--- src/rtl/eco32f_div_ctrl_pkg.sv ---
// ============================================================================
// Package : eco32f_div_ctrl_pkg
// Purpose : Shared types for the EX-stage integer divide sequencer.
//           - div_state_t : sequencer states (3-bit encoding)
//           - div_kind_t  : latched operation kind
//           - helpers for operand magnitude and kind classification
// Revision: 1.0  initial release
// ============================================================================
`default_nettype none

package eco32f_div_ctrl_pkg;

  typedef enum logic [2:0] {
    DIV_ST_IDLE = 3'd0,
    DIV_ST_LOAD = 3'd1,
    DIV_ST_BUSY = 3'd2,
    DIV_ST_FIX  = 3'd3,
    DIV_ST_DONE = 3'd4
  } div_state_t;

  typedef enum logic [1:0] {
    DIV_KIND_DIV  = 2'd0,
    DIV_KIND_DIVU = 2'd1,
    DIV_KIND_REM  = 2'd2,
    DIV_KIND_REMU = 2'd3
  } div_kind_t;

  function automatic logic kind_is_signed(div_kind_t k);
    return (k == DIV_KIND_DIV) || (k == DIV_KIND_REM);
  endfunction

  function automatic logic kind_is_rem(div_kind_t k);
    return (k == DIV_KIND_REM) || (k == DIV_KIND_REMU);
  endfunction

  // Magnitude of a two's-complement value when sgn is set, raw value otherwise.
  // 0x80000000 maps to itself, which is the correct unsigned magnitude 2^31.
  function automatic logic [31:0] mag32(logic [31:0] v, logic sgn);
    return (sgn && v[31]) ? (32'd0 - v) : v;
  endfunction

endpackage

`default_nettype wire

--- src/rtl/eco32f_div_step.sv ---
// ============================================================================
// Module  : eco32f_div_step
// Purpose : Combinational radix-2^BITS restoring divide step. Shifts BITS
//           dividend bits (MSB first) into the partial remainder, subtracting
//           the divisor whenever it fits and emitting one quotient bit each.
// Ports   : rem_in   [31:0]     partial remainder (always < divisor)
//           dvd_bits [BITS-1:0] next dividend bits, MSB first
//           divisor  [31:0]     divisor magnitude (nonzero)
//           rem_out  [31:0]     updated partial remainder
//           q_bits   [BITS-1:0] quotient bits produced this step
// Revision: 1.0  initial release
// ============================================================================
`default_nettype none

module eco32f_div_step #(
  parameter int BITS = 1
) (
  input  logic [31:0]     rem_in,
  input  logic [BITS-1:0] dvd_bits,
  input  logic [31:0]     divisor,
  output logic [31:0]     rem_out,
  output logic [BITS-1:0] q_bits
);

  // partial is 33 bits: a remainder below the divisor, shifted left, can
  // reach 2*divisor-1 which overflows 32 bits.
  logic [32:0] partial;
  logic [31:0] r;

  always_comb begin
    r       = rem_in;
    partial = '0;
    q_bits  = '0;
    for (int i = BITS - 1; i >= 0; i--) begin
      partial = {r, dvd_bits[i]};
      if (partial >= {1'b0, divisor}) begin
        // Difference is below the divisor, so the low 32 bits are exact.
        r         = partial[31:0] - divisor;
        q_bits[i] = 1'b1;
      end else begin
        r = partial[31:0];
      end
    end
    rem_out = r;
  end

endmodule

`default_nettype wire

--- src/rtl/eco32f_div_ctrl.sv ---
// ============================================================================
// Module  : eco32f_div_ctrl
// Purpose : Multi-cycle div/divu/rem/remu sequencer for the EX stage. Holds
//           the pipeline with div_stall while iterating, then presents the
//           quotient or remainder to the EX result mux.
// Ports   : clk, rst (async, active-low)
//           ex_valid, ex_op_div/divu/rem/remu, ex_x, ex_y : EX instruction
//           pipe_stall : EX held by another source (keeps result in DONE)
//           flush      : kill the EX instruction
//           div_stall, ex_div_done, ex_div_result, ex_div_by_zero : outputs
// Config  : ECO32F_DIV_EARLY_OUT_EN - when defined, |x| < |y| skips the
//           iteration and completes in 3 cycles. Results are unchanged.
// Revision: 1.0  initial release
// ============================================================================
`default_nettype none

module eco32f_div_ctrl
  import eco32f_div_ctrl_pkg::*;
#(
  parameter int BITS_PER_CYCLE = 1
) (
  input  logic        clk,
  input  logic        rst,
  input  logic        ex_valid,
  input  logic        ex_op_div,
  input  logic        ex_op_divu,
  input  logic        ex_op_rem,
  input  logic        ex_op_remu,
  input  logic [31:0] ex_x,
  input  logic [31:0] ex_y,
  input  logic        pipe_stall,
  input  logic        flush,
  output logic        div_stall,
  output logic        ex_div_done,
  output logic [31:0] ex_div_result,
  output logic        ex_div_by_zero
);

  localparam int ITER  = 32 / BITS_PER_CYCLE;
  localparam int CNT_W = $clog2(ITER);

  div_state_t        state;
  div_kind_t         kind;
  logic              q_neg;
  logic              r_neg;
  logic [31:0]       rem_q;   // partial remainder
  logic [31:0]       dvd_q;   // dividend shifts out at the top, quotient fills in below
  logic [31:0]       dvs_q;   // divisor magnitude
  logic [CNT_W-1:0]  cnt;

  // ---------------------------------------------------------------- decode
  div_kind_t op_kind;
  logic      is_op;
  logic      start;
  logic      op_signed;

  always_comb begin
    op_kind = DIV_KIND_DIV;
    if (ex_op_div)       op_kind = DIV_KIND_DIV;
    else if (ex_op_divu) op_kind = DIV_KIND_DIVU;
    else if (ex_op_rem)  op_kind = DIV_KIND_REM;
    else if (ex_op_remu) op_kind = DIV_KIND_REMU;
  end

  assign is_op     = ex_op_div | ex_op_divu | ex_op_rem | ex_op_remu;
  assign op_signed = kind_is_signed(op_kind);
  // A flush in the same cycle kills the instruction before it can start.
  assign start     = (state == DIV_ST_IDLE) & ex_valid & is_op & ~flush;

  // The hold must cover the issue cycle itself, so start feeds it directly.
  assign div_stall = start | (state == DIV_ST_LOAD) | (state == DIV_ST_BUSY)
                   | (state == DIV_ST_FIX);

  // ---------------------------------------------------------------- datapath
  logic [31:0]               step_rem;
  logic [BITS_PER_CYCLE-1:0] step_q;
  logic [31:0]               step_dvd;

  eco32f_div_step #(
    .BITS (BITS_PER_CYCLE)
  ) u_step (
    .rem_in   (rem_q),
    .dvd_bits (dvd_q[31 -: BITS_PER_CYCLE]),
    .divisor  (dvs_q),
    .rem_out  (step_rem),
    .q_bits   (step_q)
  );

  assign step_dvd = {dvd_q[31-BITS_PER_CYCLE:0], step_q};

  logic [31:0] q_fix;
  logic [31:0] r_fix;
  logic [31:0] fix_result;

  assign q_fix      = q_neg ? (32'd0 - dvd_q) : dvd_q;
  assign r_fix      = r_neg ? (32'd0 - rem_q) : rem_q;
  assign fix_result = kind_is_rem(kind) ? r_fix : q_fix;

  // ---------------------------------------------------------------- FSM
  // The first restoring step runs in LOAD, so LOAD plus BUSY together cover
  // all ITER steps and done lands ITER+2 cycles after issue.
  always_ff @(posedge clk or negedge rst) begin
    if (!rst) begin
      state          <= DIV_ST_IDLE;
      kind           <= DIV_KIND_DIV;
      q_neg          <= 1'b0;
      r_neg          <= 1'b0;
      rem_q          <= '0;
      dvd_q          <= '0;
      dvs_q          <= '0;
      cnt            <= '0;
      ex_div_done    <= 1'b0;
      ex_div_result  <= '0;
      ex_div_by_zero <= 1'b0;
    end else if (flush) begin
      state          <= DIV_ST_IDLE;
      cnt            <= '0;
      ex_div_done    <= 1'b0;
      ex_div_result  <= '0;
      ex_div_by_zero <= 1'b0;
    end else begin
      case (state)
        DIV_ST_IDLE: begin
          if (start) begin
            state <= DIV_ST_LOAD;
            kind  <= op_kind;
            q_neg <= op_signed & (ex_x[31] ^ ex_y[31]);
            r_neg <= op_signed & ex_x[31];
            rem_q <= '0;
            dvd_q <= mag32(ex_x, op_signed);
            dvs_q <= mag32(ex_y, op_signed);
            cnt   <= CNT_W'(ITER - 1);
          end
        end

        DIV_ST_LOAD: begin
          if (dvs_q == 32'd0) begin
            state          <= DIV_ST_DONE;
            ex_div_done    <= 1'b1;
            ex_div_result  <= '0;
            ex_div_by_zero <= 1'b1;
          end
`ifdef ECO32F_DIV_EARLY_OUT_EN
          else if (dvd_q < dvs_q) begin
            // Quotient is zero and the whole dividend is the remainder.
            rem_q <= dvd_q;
            dvd_q <= '0;
            state <= DIV_ST_FIX;
          end
`endif
          else begin
            rem_q <= step_rem;
            dvd_q <= step_dvd;
            cnt   <= cnt - 1'b1;
            state <= DIV_ST_BUSY;
          end
        end

        DIV_ST_BUSY: begin
          rem_q <= step_rem;
          dvd_q <= step_dvd;
          if (cnt == '0) begin
            state <= DIV_ST_FIX;
          end else begin
            cnt <= cnt - 1'b1;
          end
        end

        DIV_ST_FIX: begin
          state          <= DIV_ST_DONE;
          ex_div_done    <= 1'b1;
          ex_div_result  <= fix_result;
          ex_div_by_zero <= 1'b0;
        end

        DIV_ST_DONE: begin
          if (!pipe_stall) begin
            state          <= DIV_ST_IDLE;
            ex_div_done    <= 1'b0;
            ex_div_result  <= '0;
            ex_div_by_zero <= 1'b0;
          end
        end

        default: begin
          state <= DIV_ST_IDLE;
        end
      endcase
    end
  end

endmodule

`default_nettype wire

--- config.mk ---
export PLATFORM = sky130hd
export DESIGN_NAME = eco32f_div_ctrl
export DESIGN_NICKNAME = d
export VERILOG_FILES = /design/src/rtl/eco32f_div_ctrl_pkg.sv /design/src/rtl/eco32f_div_step.sv /design/src/rtl/eco32f_div_ctrl.sv
export SDC_FILE = /design/constraint.sdc
export NUM_CORES = 1
export LEC_CHECK = 0
export ABC_AREA = 1
export CORE_UTILIZATION = 25
export DETAILED_ROUTE_END_ITERATION = 10
export GPL_ROUTABILITY_DRIVEN = 0
export GPL_TIMING_DRIVEN = 1
export PLACE_DENSITY = 0.43
export SLEW_MARGIN = 5
export SYNTH_ARGS = -nofsm -noshare
export SYNTH_HDL_FRONTEND = slang
export SYNTH_SLANG_ARGS = --single-unit
export TNS_END_PERCENT = 30
--- constraint.sdc ---
create_clock -name clk -period 3.25 [get_ports clk]
set_clock_uncertainty 0.2 [all_clocks]
set_input_delay 0.8125 -clock clk [delete_from_list [all_inputs] [get_ports clk]]
set_output_delay 0.8125 -clock clk [all_outputs]
set_load 0.005 [all_outputs]
Word-level counts from Yosys, hierarchy flattened
Cells that the tools add are included.
{ "classes": {"n_bitwise": 13, "n_reduce_logical": 16, "addsub": 6, "n_eq_ne": 15, "n_mux": 38, "magnitude_cmp": 1} }
{ "ops": {"columns": ["cell", "count"], "rows": [
  ["$mux 32", 13],
  ["$pmux 32 s3", 3],
  ["$sub 1x32->32 const A", 4],
  ["$ge 33x32->1", 1],
  ["$logic_not 32->1", 1],
  ["$sub 32x32->32", 1],
  ["$mux 5", 4],
  ["$mux 3", 5],
  ["$pmux 3 s5", 1],
  ["$pmux 5 s3", 1],
  ["$ne 3x3->1 const B", 4],
  ["$reduce_and 3->1", 3],
  ["$mux 2", 4],
  ["$reduce_and 4->1", 2],
  ["$reduce_bool 4->1", 2],
  ["$eq 2x2->1 const B", 3],
  ["$eq 3x2->1 const B", 2],
  ["$ne 3x2->1 const B", 2],
  ["$or 1x1->1", 6],
  ["$pmux 1 s3", 2],
  ["$and 1x1->1", 5],
  ["$logic_not 5->1", 1],
  ["$mux 1", 5],
  ["$sub 5x1->5 const B", 1],
  ["10 further kinds", 13]
]} }
{ "word_totals": {"output_inout_bits": 35, "word_cells": 100, "register_bits": 142} }

Longest topological paths before layout
Gate-level depths: netlist (run 1).
{ "logic_depth": {"depth_word": 10, "depth_mapped": 17} }

Modules after synthesis
From an unflattened synthesis (run 1), not the netlist that was laid out.
{ "unflattened": {"cells_unflattened": 2145, "hier_area_um2": 12848.6} }
{ "by_module_without_submodules": {"columns": ["mod", "cells_each", "seq_area_each_um2", "instances", "area_each_um2"], "rows": [
  ["eco32f_div_ctrl", 1493, 3528.4, 1, 9655.5],
  ["eco32f_div_step", 652, 0.0, 1, 3193.1]
]} }

Worst setup path after synthesis (run 1)
No wires, ideal clock.
{ "synth_timing": {"kind": "input to output", "startpoint": "in ex_op_div", "endpoint": "out div_stall", "t_arrival_ns": 1.684, "required_time_ns": 2.237, "cell_stages": 7, "setup_slack_ns": 0.554, "n_path_buf": 1, "cell_sequence": "nor2_1 -> nand2_1 -> nand2_1 -> nor2_1 -> inv_2 -> clkbuf_1 -> o21ai_0"} }
{ "synth_between": {"elab_chain_len": 8} }
{ "synth_lines": {"columns": ["element", "line_no", "text"], "rows": [
  ["from (decl)", "eco32f_div_ctrl.sv:25", "input logic ex_op_div,"],
  ["$or 1x1->1 (3 in series)", "eco32f_div_ctrl.sv:65", "assign is_op = ex_op_div | ex_op_divu | ex_op_rem | ex_op_remu;"],
  ["$and 1x1->1 (2 in series)", "eco32f_div_ctrl.sv:68", "assign start = (state == DIV_ST_IDLE) & ex_valid & is_op & ~flush;"],
  ["$or 1x1->1 (2 in series)", "eco32f_div_ctrl.sv:71", "assign div_stall = start | (state == DIV_ST_LOAD) | (state == DIV_ST_BUSY)"],
  ["$or 1x1->1", "eco32f_div_ctrl.sv:72", "| (state == DIV_ST_FIX);"],
  ["to (decl)", "eco32f_div_ctrl.sv:33", "output logic div_stall,"]
]} }
Every way passes these cells.

Final worst setup path (run 1)
{ "layout_timing": {"startpoint": "in ex_op_rem", "endpoint": "out div_stall"} }
{ "layout_between": {"elab_chain_len": 7} }
{ "layout_lines": {"columns": ["element", "line_no", "text"], "rows": [
  ["from (decl)", "eco32f_div_ctrl.sv:27", "input logic ex_op_rem,"],
  ["$or 1x1->1 (2 in series)", "eco32f_div_ctrl.sv:65", null],
  ["$and 1x1->1 (2 in series)", "eco32f_div_ctrl.sv:68", null],
  ["$or 1x1->1 (2 in series)", "eco32f_div_ctrl.sv:71", null],
  ["$or 1x1->1", "eco32f_div_ctrl.sv:72", null]
]} }
Every way passes these cells.

==> flow_metrics.py, run 1 <==
metrics = {
    "final_layout": {
        "area_growth_pct": 19.4,
        "layout-drive-gt1-share_pct": 6.19,
        "multi_input_comb_area_um2": 7870,
        "nNetsFinal": 2362,
        "final_util_pct": 30.5,
        "register_area_um2": 3530,
        "antennaDiodeCount": 0,
        "fin_area_um2": 15400,
        "final.fill_count": 5746,
    },
    "placement": {
        "portBuffers": 107,
        "dpl_cell_area_um2": 14900,
        "dp_hpwl_mm": 37.6,
    },
    "pwr": {
        "p_seq_share_pct": 27.2,
        "intPower_mw": 5.01,
        "power.density_nw_per_um2": 633,
        "peakVddDrop_mv": 0.356,
        "combPwrFrac_pct": 52.7,
        "power.switching_mw": 4.74,
        "swShare_pct": 48.6,
        "power_frac_clock_pct": 20.2,
        "p_leak_nw": 7.99,
    },
    "critical_path": {
        "r2r_slack_ps": 380,
        "worstSetupPathType": "in -> out",
        "r2r_end": "rem_q[30]",
        "cp.required_ps": 2240,
        "cp-end-kind": "output port",
        "cp_max_fo": 2,
        "rr_worst_depth": 12,
        "crit_arrival_ps": 2030,
        "rr_startpoint": "rem_q[24]",
        "crit_path_start_kind": "input port",
    },
    "clock_tree": {
        "clock_latency_ps": 450,
        "clockBufferDepth": 2,
        "clk_pin_slew_worst_paths_ps": 70,
        "numCtsBuffers": 17,
        "cts_root_buf": "clkbuf_16",
        "ctsHoldBuffers": 0,
        "htree_levels": 4,
        "clock_sinks": 141,
        "tritoncts": "built",
    },
    "detailed_routing": {
        "routed_wl_mm": 46.6,
        "wl_per_cell_um": 15.9,
        "vias": 13800,
        "avgViaCountPerCell": 4.70,
        "drc_errors": 0,
        "firstDrtPassIters": 6,
        "drt_iter0_drc": 954,
        "drtAntennaViolNets": 0,
    },
    "floorplan": {
        "dieArea_um2": 52600,
        "start_util_pct": 25.5,
        "io_pins": 108,
        "design.core.area_um2": 50600,
        "rows": 82,
        "die_y_um": 229,
        "dieWidth_um": 229,
    },
    "synthesis": {
        "synth_edf_count": 0,
        "synth_top_cell_area_share_pct": 27.3,
        "syn_nets": 2258,
        "netlist_area_um2": 12900,
        "synth_ff_type": "dfrtp_1",
        "ys_seq_area_share_pct": 27.3,
        "synth-seq-cells": 141,
        "synthTopCellsByArea": "dfrtp_1, nand2_1, nand3_1, inv_1, nor2_1",
        "synth.most_common_cell": "nand2_1",
        "syn_area_per_cell_um2": 6.02,
        "ys_async_sr_fraction_pct": 100,
        "ys_types": 47,
        "synth_top_area_cell": "dfrtp_1",
        "yosysWarnings": 0,
        "syn_inst": 2146,
        "ys_top_cells_by_count": "nand2_1, inv_1, nand3_1",
    },
    "timing": {
        "finalHoldViolCount": 0,
        "min_period_ps": 3040,
        "max_freq_mhz": 329,
        "slew_violations": 0,
        "setup_tns_ps": 0,
        "relSlewSlack_pct": 44.3,
        "setup_viol": 0,
        "finalCritPeriodShare_pct": 93.6,
        "tightest_slew_ps": 827,
        "rsz0062_at_grt": "false",
    },
    "global_routing": {
        "grt_pass1_wl_mm": 74.7,
        "grt_max_degree": 47,
        "gr-usage-all-layers_pct": 18.1,
        "antenna_found_initial": 0,
        "grt_pass1_vias": 13300,
        "gr-total-overflow": 0,
    },
    "job": {
        "maxCapViolations": 0,
    },
    "hold_path": {
        "min_path_type": "in -> async",
    },
    "outcome": {
        "outcome": "finished clean",
    },
}
per-stage QoR:
step	instances	hold WS (ps)	setup WS, ps	total power, mW
after floorplan	2146	242	554	6.13
after global routing	2934	67.9	94.2	10.7
after detailed placement	2903	260	-80.1	7.82
final	2934	74.1	210	9.76
after global placement	2903	255	-61.2	7.80
after CTS	2934	59.8	188	9.84
routing by layer:
metal	share of wire, %	vias up	global-route usage [%]
met5	0	-	0
met4	1.1	0	3.77
met3	4.4	26	2.56
met2	46	303	29.1
met1	49	6382	25.6
li1	-	7076	-
cells in the final DEF (no fill, tap or decap), drive strengths merged, types with 28 or more instances in the layout:
| cell | Yosys | layout |
|---|---|---|
| xor2 | 28 | 28 |
| o21ai | 146 | 146 |
| nand2 | 717 | 717 |
| nand3 | 262 | 262 |
| a21oi | 70 | 70 |
| inv | 316 | 320 |
| nor2 | 212 | 212 |
| dfrtp | 141 | 141 |
| buf | 36 | 41 |
| nand4 | 49 | 49 |
| clkdlybuf4s50 | 0 | 105 |
| ha | 38 | 38 |
critical path: stages:
cell             delay (ps)
clkdlybuf4s50_1         470
nor2_1                   50
nand2_1                  70
nand2_1                  80
nor2_2                  140
inv_2                    50
o21ai_0                  90
dlygate4sd2_1           260
cells by family after synthesis:
kind of cell	count (synthesis)	synth area share, %
AND/OR/NAND/NOR	1279	42.4
flip-flops	141	27.3
AO/OA/AOI/OAI	262	11.5
XOR/XNOR	46	3.12
adder cells (fa/ha/maj)	39	3.84
buffers and inverters	379	11.8
repair_timing:
| item | 4_1_cts | 5_1_grt |
|---|---|---|
| setup endpoints to repair | 1 | 0 |
| buffers inserted | 0 | 0 |
| resized for setup | 1 | 0 |
worst max-delay path by stage:
stage / from / endpoint / slack [ps] / depth (start not counted)
floorplan: ex_op_div / div_stall / 550 / 7
global placement: ex_op_div / div_stall / -60 / 8
detailed placement: ex_op_rem / div_stall / -80 / 8
CTS: ex_op_rem / div_stall / 190 / 8
global route: ex_op_rem / div_stall / 90 / 8
finish: ex_op_rem / div_stall / 210 / 8
registers in the layout, summed over array words and instances, names as in the netlist:
signal          flops
cnt                 5
dvd_q              32
dvs_q              32
ex_div_by_zero      1
ex_div_done         1
ex_div_result      32
kind                1
q_neg               1
r_neg               1
rem_q              32
state               3
power by group through the flow:
stage	logic (mW)	clock network [mW]	registers, mW
after floorplan	3.62	0	2.50
after detailed placement	5.14	0	2.68
after global routing	5.84	2.10	2.73
after CTS	5.16	2.03	2.66
final	5.14	1.97	2.65
after global placement	5.12	0	2.68
area by class of cell:
type | count | share of cell area (%)
Clock inverter | 12 | 0.893
Sequential cell | 141 | 22.9
Inverter | 317 | 7.72
Timing Repair Buffer | 147 | 9.22
Tap cell | 672 | 5.45
Clock buffer | 19 | 2.81
Multi-Input combinational cell | 1626 | 51.0
Power figures use the tool's default switching activity.
==> run 2, diff against run 1 <==
--- a/config.mk
+++ b/config.mk
@@ -6,6 +6,7 @@
 export NUM_CORES = 1
 export LEC_CHECK = 0
 export ABC_AREA = 1
+export ABC_CLOCK_PERIOD_IN_PS = 3250
 export CORE_UTILIZATION = 25
 export DETAILED_ROUTE_END_ITERATION = 10
 export GPL_ROUTABILITY_DRIVEN = 0
==> results of run 2 <==
Final layout, timing and power as in run 1 (identical DEF).
